File: src/rtl/spatz_tcdm_bank_arbiter.sv
// Round-robin arbiter sharing one single-ported TCDM bank between NumInp requesters,
// with grant lock-in under backpressure, a starvation guard and latency-matched response routing.
module spatz_tcdm_bank_arbiter #(
  parameter int unsigned  NumInp                = 4,
  parameter int unsigned  AddrWidth             = 10,
  parameter int unsigned  DataWidth             = 32,
  parameter int unsigned  MemoryResponseLatency = 1,
  parameter int unsigned  MaxStall              = 8,
  localparam int unsigned StrbWidth             = DataWidth / 8,
  localparam int unsigned IdxWidth              = (NumInp > 1) ? $clog2(NumInp) : 1
) (
  input  logic                           clk_i,
  input  logic                           rst_ni,
  input  logic [NumInp-1:0]              req_valid_i,
  output logic [NumInp-1:0]              req_ready_o,
  input  logic [NumInp*AddrWidth-1:0]    req_addr_i,
  input  logic [NumInp-1:0]              req_write_i,
  input  logic [NumInp*DataWidth-1:0]    req_data_i,
  input  logic [NumInp*StrbWidth-1:0]    req_strb_i,
  output logic                           mem_valid_o,
  input  logic                           mem_ready_i,
  output logic [AddrWidth-1:0]           mem_addr_o,
  output logic                           mem_write_o,
  output logic [DataWidth-1:0]           mem_data_o,
  output logic [StrbWidth-1:0]           mem_strb_o,
  input  logic [DataWidth-1:0]           mem_rdata_i,
  output logic [NumInp-1:0]              rsp_valid_o,
  output logic [DataWidth-1:0]           rsp_data_o
);

  localparam int unsigned CntWidth = $clog2(MaxStall + 1);
  localparam logic [NumInp-1:0] OneLsb = {{(NumInp-1){1'b0}}, 1'b1};

  logic [IdxWidth-1:0]   rr_r;
  logic [IdxWidth-1:0]   locked_idx_r;
  logic                  lock_r;
  logic [CntWidth-1:0]   cnt_r [NumInp];
  logic [NumInp-1:0]     rsp_pipe_r [MemoryResponseLatency];

  logic [NumInp-1:0]     starved_s;
  logic [IdxWidth-1:0]   starved_idx_s;
  logic [2*NumInp-1:0]   rot_valid_s;
  logic [IdxWidth-1:0]   rr_idx_s;
  logic [IdxWidth-1:0]   grant_s;
  logic [IdxWidth-1:0]   rr_next_s;
  logic                  hs_s;

  // Grant selection: held lock, then lowest starved requester, then round-robin from rr_r.
  always_comb begin
    starved_s     = {NumInp{1'b0}};
    starved_idx_s = {IdxWidth{1'b0}};
    rr_idx_s      = rr_r;
    rot_valid_s   = {req_valid_i, req_valid_i} >> rr_r;
    // Reverse iteration lets the lowest matching index win the last assignment.
    for (int i = int'(NumInp) - 1; i >= 0; i--) begin
      starved_s[i]  = req_valid_i[i] && (cnt_r[i] == CntWidth'(MaxStall));
      starved_idx_s = starved_s[i] ? IdxWidth'(i) : starved_idx_s;
    end
    for (int k = int'(NumInp) - 1; k >= 0; k--) begin
      rr_idx_s = rot_valid_s[k] ? IdxWidth'((32'(rr_r) + 32'(k)) % NumInp) : rr_idx_s;
    end
    grant_s   = lock_r ? locked_idx_r : ((|starved_s) ? starved_idx_s : rr_idx_s);
    rr_next_s = (grant_s == IdxWidth'(NumInp - 1)) ? {IdxWidth{1'b0}} : grant_s + IdxWidth'(1);
  end

  // Payload mux and per-requester ready for the granted index.
  always_comb begin
    mem_addr_o  = {AddrWidth{1'b0}};
    mem_write_o = 1'b0;
    mem_data_o  = {DataWidth{1'b0}};
    mem_strb_o  = {StrbWidth{1'b0}};
    req_ready_o = {NumInp{1'b0}};
    for (int i = 0; i < int'(NumInp); i++) begin
      mem_addr_o     = (grant_s == IdxWidth'(i)) ? req_addr_i[i*AddrWidth +: AddrWidth] : mem_addr_o;
      mem_write_o    = (grant_s == IdxWidth'(i)) ? req_write_i[i] : mem_write_o;
      mem_data_o     = (grant_s == IdxWidth'(i)) ? req_data_i[i*DataWidth +: DataWidth] : mem_data_o;
      mem_strb_o     = (grant_s == IdxWidth'(i)) ? req_strb_i[i*StrbWidth +: StrbWidth] : mem_strb_o;
      req_ready_o[i] = (grant_s == IdxWidth'(i)) & req_valid_i[i] & mem_ready_i;
    end
  end

  assign mem_valid_o = lock_r | (|req_valid_i);
  assign hs_s        = mem_valid_o & mem_ready_i;

  // Round-robin pointer advance and grant lock-in while the bank stalls.
  always_ff @(posedge clk_i or negedge rst_ni) begin
    if (!rst_ni) begin
      rr_r         <= {IdxWidth{1'b0}};
      lock_r       <= 1'b0;
      locked_idx_r <= {IdxWidth{1'b0}};
    end else if (hs_s) begin
      rr_r   <= rr_next_s;
      lock_r <= 1'b0;
    end else if (mem_valid_o) begin
      lock_r       <= 1'b1;
      locked_idx_r <= grant_s;
    end
  end

  // Saturating wait counters; cleared on own handshake or when idle.
  always_ff @(posedge clk_i or negedge rst_ni) begin
    if (!rst_ni) begin
      for (int i = 0; i < int'(NumInp); i++) cnt_r[i] <= {CntWidth{1'b0}};
    end else begin
      for (int i = 0; i < int'(NumInp); i++) begin
        if (!req_valid_i[i] || (hs_s && (grant_s == IdxWidth'(i)))) begin
          cnt_r[i] <= {CntWidth{1'b0}};
        end else if (cnt_r[i] != CntWidth'(MaxStall)) begin
          cnt_r[i] <= cnt_r[i] + CntWidth'(1);
        end
      end
    end
  end

  // One-hot response tokens travel alongside the bank read latency.
  always_ff @(posedge clk_i or negedge rst_ni) begin
    if (!rst_ni) begin
      for (int s = 0; s < int'(MemoryResponseLatency); s++) rsp_pipe_r[s] <= {NumInp{1'b0}};
    end else begin
      rsp_pipe_r[0] <= hs_s ? (OneLsb << grant_s) : {NumInp{1'b0}};
      for (int s = 1; s < int'(MemoryResponseLatency); s++) rsp_pipe_r[s] <= rsp_pipe_r[s-1];
    end
  end

  assign rsp_valid_o = rsp_pipe_r[MemoryResponseLatency-1];
  assign rsp_data_o  = mem_rdata_i;

  spatz_tcdm_bank_arbiter_checker #(
    .NumInp   (NumInp),
    .IdxWidth (IdxWidth)
  ) i_checker (
    .clk_i      (clk_i),
    .rst_ni     (rst_ni),
    .lock       (lock_r),
    .locked_idx (locked_idx_r),
    .req_valid  (req_valid_i),
    .req_ready  (req_ready_o)
  );

endmodule

// Protocol checks: a locked requester must hold valid, and at most one ready per cycle.
module spatz_tcdm_bank_arbiter_checker #(
  parameter int unsigned NumInp   = 4,
  parameter int unsigned IdxWidth = 2
) (
  input logic                clk_i,
  input logic                rst_ni,
  input logic                lock,
  input logic [IdxWidth-1:0] locked_idx,
  input logic [NumInp-1:0]   req_valid,
  input logic [NumInp-1:0]   req_ready
);

  a_locked_valid_held: assert property (@(posedge clk_i) disable iff (!rst_ni)
    lock |-> req_valid[locked_idx])
    else $error("requester dropped valid while its grant was locked");

  a_ready_onehot: assert property (@(posedge clk_i) disable iff (!rst_ni)
    $onehot0(req_ready))
    else $error("more than one requester ready in a cycle");

endmodule

File: config.mk
export PLATFORM = sky130hd
export DESIGN_NAME = spatz_tcdm_bank_arbiter
export DESIGN_NICKNAME = d
export VERILOG_FILES = /design/src/rtl/spatz_tcdm_bank_arbiter.sv
export SDC_FILE = /design/constraint.sdc
export NUM_CORES = 1
export LEC_CHECK = 0
export CAP_MARGIN = 20
export CORE_AREA = 2 2 121 123
export CTS_CLUSTER_DIAMETER = 150
export DETAILED_ROUTE_END_ITERATION = 12
export DIE_AREA = 0 0 123 125
export SYNTH_ARGS = -nofsm -noshare
export SYNTH_HDL_FRONTEND = slang
export SYNTH_HIERARCHICAL = 1
export SYNTH_SLANG_ARGS = --single-unit
File: constraint.sdc
create_clock -name clk_i -period 5.9 [get_ports clk_i]
set_input_delay 1.77 -clock clk_i [delete_from_list [all_inputs] [get_ports clk_i]]
set_output_delay 1.77 -clock clk_i [all_outputs]
set_load 0.02 [all_outputs]
==> results.md, run 1 <==
Global routing:
- The first global-routing pass estimated between 20000 and 25000 microns of wire.
- Entering global routing, the biggest net connects between 40 and 50 pins.
- The number of antenna violations at the first check in global routing is 3.
- The number of global-route vias before repair was around 4300.
- The residual overflow from global routing is 0.
- The global-route usage over all layers is between 15 and 20%.

Cells and area:
- Relative to the synthesized area, the layout overhead comes to 93.4%.
- Leaving out fill and tap cells, the most frequent cells in the layout are sky130_fd_sc_hd__clkdlybuf4s50_1, sky130_fd_sc_hd__nand2_1, sky130_fd_sc_hd__a21oi_1.
- The number of nets in the finished design is approximately 980.
- In the final layout, the share of cells above drive strength 1 is between 15 and 20%.
- The most common cell after layout, fill and taps aside is sky130_fd_sc_hd__clkdlybuf4s50_1.
- The share of the core filled with cells in the final layout is approximately 43%.
- The area of all placed cells without fillers is between 6000 and 7000 sq um.
- Fill cells in the final layout number around 1400.

Floorplanning:
- In this run the core area contains 44 standard-cell rows.
- The region available for standard cell placement spans about 14000 sq um.
- The I/O pin total is roughly 320.
- The horizontal die dimension is approximately 120 microns.
- The floorplan step defined a die boundary enclosing roughly 15000 sq um.
- For this configuration, the core starts out at a cell density of roughly 22%.
- The die span in y is approximately 130 microns.

Worst setup path:
- The category of the worst setup path capture point is a primary output.
- The worst setup path is launched from a primary input.
- Along the worst path, the maximum fanout reaches 21.
- For the worst setup path, the data arrival time is roughly 4.0 ns.
- The class of the most critical setup path is primary input to primary output.
- The data required time of the critical path is around 4.1 ns.

Placement:
- At the placement stage, the worst setup path has a slack of -0.732 ns.
- Detailed placement finished with a half-perimeter wire length of 11800 microns.
- After detailed placement, the total cell area comes to between 6000 and 7000 sq um.
- The count of buffers added on input and output ports is 250.
- The routability congestion estimate from global placement is 0.901.

Yosys:
- The most frequently used flop master after synthesis is sky130_fd_sc_hd__dfrtp_1.
- The summed instance area of the synthesized netlist is between 3000 and 4000 sq um.
- The number of synthesized flops with an enable pin is 0.
- The flip-flop and latch count after synthesis is 25.
- The warning count from the yosys run is 6.
- The synthesized design spends more area on one cell type than any other, namely sky130_fd_sc_hd__dfrtp_1.
- The mean cell area of the mapped netlist is between 6 and 7 sq um.
- The area share of the leading cell type in the synthesized netlist is 19.6%.
- The sequential share of the synthesized area is 19.6%.
- Counting flops with an async set or reset pin after synthesis yields a share of 100%.
- By area the synthesized netlist is led by sky130_fd_sc_hd__dfrtp_1, sky130_fd_sc_hd__a21oi_1, sky130_fd_sc_hd__nand2_1, sky130_fd_sc_hd__nand3b_1, sky130_fd_sc_hd__o21ai_0.
- The synthesized netlist net count is around 740.
- The number of standard cells after synthesis is roughly 500.
- The count of different cell masters after synthesis is 39.

Detailed routing:
- The remaining routing DRC violations is 0.
- The routed wire length is 14900 microns.
- The average wire per standard cell is ~16 microns.
- The first routing iteration left around 150 violations.
- Across all layers, the routed design uses about 4400 vias.
- Dividing the detail-routed via count by the number of cells gives around 4.7.
- In this run the remaining antenna-violating nets after routing total 0.
- The count of TritonRoute iterations in the first routing pass is 4.

Timing:
- The minimum setup slack in the final design is between 0.15 and 0.2 ns.
- For the pin with the worst max-slew slack, the measured transition is between 0.3 and 0.4 ns.
- The largest clock skew in the final design is ~0.0063 ns.
- The final worst-path cycle share is between 90% and 100%.
- The number of failing setup endpoints in the final timing report is 0.
- Setup repair after global routing left no endpoint under its margin.
- Headroom to the max-slew limit came out at about 75%.
- Timing would allow up to roughly 0.17 GHz.
- The number of hold violations in the final report was 0.
- Hold timing on the final database bottoms out at a slack of 0.533 ns.
- The clock period minus final worst setup slack is roughly 5.7 ns.
- The final-report max-slew violation count is 0.

Power:
- The switching power share of the total is between 40% and 50%.
- The design internal power is ~950 uW.
- The combinational power share is 78.9%.
- The cell area power density is about 290 nW/um^2.
- The largest voltage drop on the vdd net is between 0.0001 and 0.00015 V.
- The clock power share is under 10%.
- In this run the static leakage power is roughly 0.0025 uW.
- The overall power after layout is 1790 uW.
- The net switching component of the power is about 830 uW.
- The proportion of power drawn by flip-flops and latches is 12.2%.

Flow run:
- Across the run, the number of max-cap violations was 0.

Clocking:
- The CTS H-tree depth is 1.
- The number of clock buffers added by TritonCTS is 3.
- After clock tree synthesis, the clock-pin slew on the worst setup and hold paths is roughly 0.07 ns.
- The number of sinks driven by the clock tree is 25.
- Clock tree synthesis selected as its root buffer the cell sky130_fd_sc_hd__clkbuf_16.
- The clock tree from TritonCTS is yes.
- The maximum buffer depth of the clock tree is 2.
- For the worst-skew pair, the clock arrives at the later sink with an insertion delay of between 0.2 and 0.3 ns.

Outcome:
- The flow ran to the end, and the final reports show no timing, DRC or antenna violations.

Worst hold path:
- The worst hold path belongs to the class flip-flop to flip-flop.
-- critical path, stage by stage --
cell	delay (ns)
sky130_fd_sc_hd__clkbuf_2	0.13
sky130_fd_sc_hd__nor2_1	0.13
sky130_fd_sc_hd__o22ai_1	0.09
sky130_fd_sc_hd__a221o_1	0.32
sky130_fd_sc_hd__a31o_2	0.24
sky130_fd_sc_hd__and2_4	0.15
sky130_fd_sc_hd__buf_4	0.14
sky130_fd_sc_hd__ha_4	0.20
sky130_fd_sc_hd__buf_12	0.16
sky130_fd_sc_hd__a21oi_1	0.16
sky130_fd_sc_hd__a21oi_1	0.06
sky130_fd_sc_hd__o21ai_1	0.13
sky130_fd_sc_hd__clkdlybuf4s15_2	0.28
-- logic make-up (layout without fill, tap and decap cells) --
| family | after synthesis | count (layout) | synth area share [%] |
|---|---|---|---|
| xor gates and xnor gates | 9 | 9 | 2.47 |
| DFF | 25 | 25 | 19.6 |
| AOI/OAI and AO/OA | 165 | 165 | 28.4 |
| and+or+nand+nor | 194 | 194 | 29.2 |
| buffers and inverters | 87 | 326 | 14.4 |
| adders and majority gates | 12 | 12 | 4.70 |
| muxes | 4 | 4 | 1.25 |
| other | 0 | 2 | 0 |
-- worst paths after layout --
check	from	endpoint	slack, ns	cells after the start
worst min register to register	locked_idx_r[0]$_DFFE_PN0P_	locked_idx_r[0]$_DFFE_PN0P_	0.53	2
max in group asynchronous	rst_ni	rsp_valid_o[3]$_DFF_PN0_	3.68	2
min in group asynchronous	rst_ni	cnt_r[0]$_DFFE_PN0P_	1.79	1
worst max register to register	cnt_r[4]$_DFFE_PN0P_	cnt_r[6]$_DFFE_PN0P_	2.98	14
worst max-delay path	req_valid_i[2]	mem_data_o[24]	0.17	13
worst min-delay path	locked_idx_r[0]$_DFFE_PN0P_	locked_idx_r[0]$_DFFE_PN0P_	0.53	2
-- power by group through the flow --
stage	clock network [uW]	registers [uW]	logic [uW]
floorplan	0	221	731
global placement	0	218	1440
detailed placement	0	221	1440
CTS	159	218	1360
global route	166	221	1530
finish	158	219	1410
-- stage by stage --
| step | setup TNS [ns] | cells |
|---|---|---|
| floorplan | 0 | 496 |
| global placement | -29.51 | 907 |
| detailed placement | -31.08 | 907 |
| CTS | -0.156 | 912 |
| global route | 0 | 921 |
| finish | 0 | 921 |
-- metal layers --
metal	track usage, %	up-vias	wire, microns
li1	-	2146	-
met1	20.8	2020	6010
met2	32.3	179	7540
met3	4.33	14	1120
met4	2.61	2	222
met5	0	-	13
-- cell usage after synthesis (4+ instances only) --
cell type and instances:
sky130_fd_sc_hd__a22oi_1 11, sky130_fd_sc_hd__o21ai_0 50, sky130_fd_sc_hd__xor2_1 4, sky130_fd_sc_hd__a21oi_1 91
sky130_fd_sc_hd__clkbuf_1 34, sky130_fd_sc_hd__dfrtp_1 25, sky130_fd_sc_hd__and2_1 5, sky130_fd_sc_hd__buf_4 32
sky130_fd_sc_hd__xnor2_1 5, sky130_fd_sc_hd__mux2i_1 4, sky130_fd_sc_hd__buf_2 4, sky130_fd_sc_hd__nor2_1 32
sky130_fd_sc_hd__nand2_1 102, sky130_fd_sc_hd__nand3b_1 38, sky130_fd_sc_hd__inv_1 14, sky130_fd_sc_hd__nand3_1 5
sky130_fd_sc_hd__ha_1 12
-- area by class of cell --
class,count,area (sq um),area share [%]
Timing Repair Buffer,308,2940,47.5
Sequential cell,25,626,10.1
Antenna cell,2,5.00,0.0811
Clock buffer,3,75.1,1.22
Tap cell,184,230,3.73
Multi-Input combinational cell,384,2240,36.3
Inverter,14,52.6,0.851
Clock inverter,1,7.51,0.122
-- what timing repair did --
action / 4_1_cts / 5_1_grt
buffers inserted: 1 / 3
pin swaps: 3 / 8
hold buffers: 0 / 0
cloned: 0 / 3
resized for setup: 202 / 43
setup endpoints to repair: 51 / 51
-- state kept, by name (all words and copies together) (netlist names) --
signal        cells
lock_r            1
cnt_r            16
locked_idx_r      2
rsp_valid_o       4
rr_r              2
(Power assumes the default switching activity.)
==> run 2, diff against run 1 <==
CTS_CLUSTER_SIZE = 40   (was not set)
MAX_ROUTING_LAYER = met4   (was not set)
==> run 2 against run 1 <==
Against the previous run: setup slack worse by 0.012 ns; sequential power hardly changed; utilization hardly changed; sequential share of layout area hardly changed; clock-buffer cell count stayed put; clock power hardly changed; clock skew is 0.00051 ns higher; combinational power hardly changed; highest routed layer is now met4; non-clock buffer count stayed put; final cell count is 0.11% higher; die area stayed put.
==> results.md, run 2 (synthesized netlist as in run 1, its figures left out) <==
Timing:
- The maximum clock frequency came to 0.174 GHz (-0.21%).
- The number of hold violations in the final report is 0 (unchanged).
- The headroom to the max-slew limit was 74.7% (+0.22 points).
- The worst hold margin is 0.533 ns (-0.000367 ns).
- The final worst-path cycle share came to 97.4% (+0.20 points).
- The number of failing setup endpoints in the final timing report is 0 (unchanged).
- The slew at the pin closest to its max-slew limit is 0.378 ns (-0.00330 ns).
- The largest clock skew in the final design was 0.00678 ns (+0.000508 ns).
- The clock period minus final worst setup slack is 5.74 ns (+0.0119 ns).
- The final-report max-slew violation count is 0 (unchanged).
- Setup repair after global routing left no endpoint under its margin.

Placement:
- The routability congestion estimate from global placement is 0.917 (+1.7%).
- The total half-perimeter wirelength after legalization and detailed placement came to 11800 microns (unchanged).
- The number of input and output port buffers inserted came to 250 (unchanged).

Global routing:
- The maximum number of pins on one net before global-route repair is 49 (unchanged).
- The global-route usage over all layers came to 18.1% (+0.51 points).
- The number of global-route vias before repair came to 4324 (+0.16%).
- The residual overflow from global routing is 0 (unchanged).
- The global-route wire length before repair is 21600 microns (-0.16%).
- The number of antenna violations at the first check in global routing came to 3 (unchanged).

Detailed routing:
- The remaining routing DRC violations is 0 (unchanged).
- The average wire per standard cell is 16.2 microns (about the same).
- The number of nets with antenna violations after detailed routing came to 0 (unchanged).
- The total routed wire length on the met1 layer came to 6030 microns (+0.22%).
- The initial detailed-routing violation count is 127 (-17%).
- The ratio of routed vias to standard cells is 4.71 (-0.61%).
- The via total after detailed routing is 4339 (-0.50%).
- The highest signal layer in the routed design is met4.
- The wire length on met2 was 7530 microns (-0.11%).
- The met3 wire length is 1080 microns (-3.3%).
- The count of TritonRoute iterations in the first routing pass came to 4 (unchanged).
- The routed wire length is 14900 microns (about the same).

Cells and area:
- The area growth from synthesis to final layout is 93.5% (about the same).
- In the layout the commonest cells are sky130_fd_sc_hd__clkdlybuf4s50_1, sky130_fd_sc_hd__nand2_1, sky130_fd_sc_hd__a21oi_1.
- The most common cell after layout, fill and taps aside is sky130_fd_sc_hd__clkdlybuf4s50_1.
- The register with the most flip-flops in the final layout is cnt_r.
- The share of layout cells above drive strength 1 came to 19.7% (unchanged).
- The number of fillers in the final layout is 1443 (+0.069%).
- The share of the core filled with cells in the final layout is 43.5% (about the same).
- The number of flip-flops under the largest register name came to 16 (unchanged).
- The number of nets in the finished design was 975 (unchanged).

Power:
- The leakage power total was 0.00251 uW (about the same).
- The combinational power share is 78.9% (about the same).
- The largest voltage drop on the vdd net is 0.000149 V (-0.11%).
- The clock power share is 8.8% (about the same).
- The cell area power density is 289 nW/um^2 (-0.15%).
- The net switching component of the power came to 831 uW (-0.24%).
- The design internal power was 953 uW (about the same).
- The proportion of power drawn by flip-flops and latches is 12.3% (about the same).
- The switching power share of the total came to 46.6% (-0.057 points).

Floorplanning:
- The number of standard-cell rows in the floorplan is 44 (unchanged).
- The I/O pin total came to 315 (unchanged).
- The area of the die came to 15400 sq um (unchanged).
- The die span in y is 125 microns (unchanged).
- The initial standard-cell utilization of the core is 22.5% (unchanged).
- The horizontal die dimension is 123 microns (unchanged).
- The floorplan core area is 14200 sq um (unchanged).

Clocking:
- The maximum buffer depth of the clock tree came to 2 (unchanged).
- The CTS H-tree depth is 1 (unchanged).
- The clock latency at the later pin of the worst-skew pair came to 0.26 ns (about the same).
- The clock edge transition at the registers on the reported setup and hold paths came to 0.06 ns (about the same).
- TritonCTS built the clock tree.
- The number of sinks driven by the clock tree came to 25 (unchanged).
- CTS placed an instance of sky130_fd_sc_hd__clkbuf_16 at the clock tree root.
- The number of buffers added by the clock tree synthesis step is 3 (unchanged).

Worst setup path:
- The critical path data arrival time is 3.97 ns (about the same).
- The highest fanout seen on the critical path is 21 (unchanged).
- The class of the most critical setup path is primary input to primary output.
- The worst reg-to-reg setup slack is 2.98 ns (about the same).
- The data required time of the critical path is 4.13 ns (about the same).
- In this run the critical register-to-register path is launched from cnt_r[4]$_DFFE_PN0P_.
- The critical path starts at req_valid_i[2].
- The worst setup path is captured at a primary output.
- The kind of start point of the critical path is a primary input.

Outcome:
- The run finished with clean final reports.

Worst hold path:
- In this run the most critical hold path is launched from locked_idx_r[0]$_DFFE_PN0P_.
- The path class of the lowest-slack min-delay path is flip-flop to flip-flop.

Flow run:
- The count of maximum capacitance violations is 0 (unchanged).
run 2: changes by cell type in the layout (fill, tap and decap cells not counted), sizes merged:
| cell | change |
|---|---|
| diode | +1 |
run 2: repair_timing:
| item | CTS | global route |
|---|---|---|
| hold buffers | 0 | 0 |
| buffers inserted | 1 | 3 |
| resized for setup | 202 | 43 |
| hold endpoints to repair | 0 | 0 |
| endpoints found under the setup margin | 51 | 51 |
| pin swaps | 3 | 8 |
| gates cloned | 0 | 3 |
run 2: power groups by stage:
stage	sequential, uW	combinational [uW]	clock [uW]
floorplan	221	731	0
global placement	218	1440	0
detailed placement	221	1440	0
CTS	218	1360	159
global route	221	1530	165
finish	219	1410	157
run 2: final timing paths:
kind                                               end  cells after the start
max                                     mem_data_o[24]                     13
min                        locked_idx_r[0]$_DFFE_PN0P_                      2
max reg2reg                       cnt_r[6]$_DFFE_PN0P_                     14
min reg2reg                locked_idx_r[0]$_DFFE_PN0P_                      2
max in group asynchronous     rsp_valid_o[3]$_DFF_PN0_                      2
min in group asynchronous         cnt_r[0]$_DFFE_PN0P_                      1
run 2: per-stage QoR:
step / total power, uW / instance area [sq um] / std cells / setup slack, ns / TNS, ns
final: 1780 / 6180 / 922 / 0.156 / 0
after global routing: 1920 / 6180 / 922 / 0.0642 / 0
after CTS: 1730 / 6050 / 912 / -0.0650 / -0.156
after detailed placement: 1670 / 6060 / 907 / -0.732 / -31.08
after global placement: 1650 / 6060 / 907 / -0.742 / -29.51
after floorplan: 952 / 3190 / 496 / 0.00515 / 0
run 2: final cells by class:
class                      instances  area, sq um  area share [%]
antenna                            3         7.51           0.122
clock buffer                       3         75.1            1.22
clock inverter                     1         7.51           0.122
inverter                          14         52.6           0.851
multi-input combinational        384         2240            36.3
sequential                        25          626            10.1
tap                              184          230            3.73
timing repair buffer             308         2940            47.5
run 2: metal layers:
metal  GRT usage [%]  vias to the layer above
met2            32.3                      174
met5               -                        -
met1            21.1                     2004
met3            3.70                       14
li1                -                     2147
met4            2.61                        0
run 2: worst max-delay path: stages:
cell	delay [ns]
sky130_fd_sc_hd__clkbuf_2	0.13
sky130_fd_sc_hd__nor2_1	0.14
sky130_fd_sc_hd__o22ai_1	0.10
sky130_fd_sc_hd__a221o_1	0.32
sky130_fd_sc_hd__a31o_2	0.24
sky130_fd_sc_hd__and2_4	0.15
sky130_fd_sc_hd__buf_4	0.14
sky130_fd_sc_hd__ha_4	0.20
sky130_fd_sc_hd__buf_12	0.16
sky130_fd_sc_hd__a21oi_1	0.16
sky130_fd_sc_hd__a21oi_1	0.06
sky130_fd_sc_hd__o21ai_1	0.13
sky130_fd_sc_hd__clkdlybuf4s15_2	0.28
==> run 3, diff against run 2 <==
HOLD_SLACK_MARGIN = 0.15   (was not set)
==> results of run 3 <==
Same layout as run 2: the final DEF is identical, and so are final timing and power.
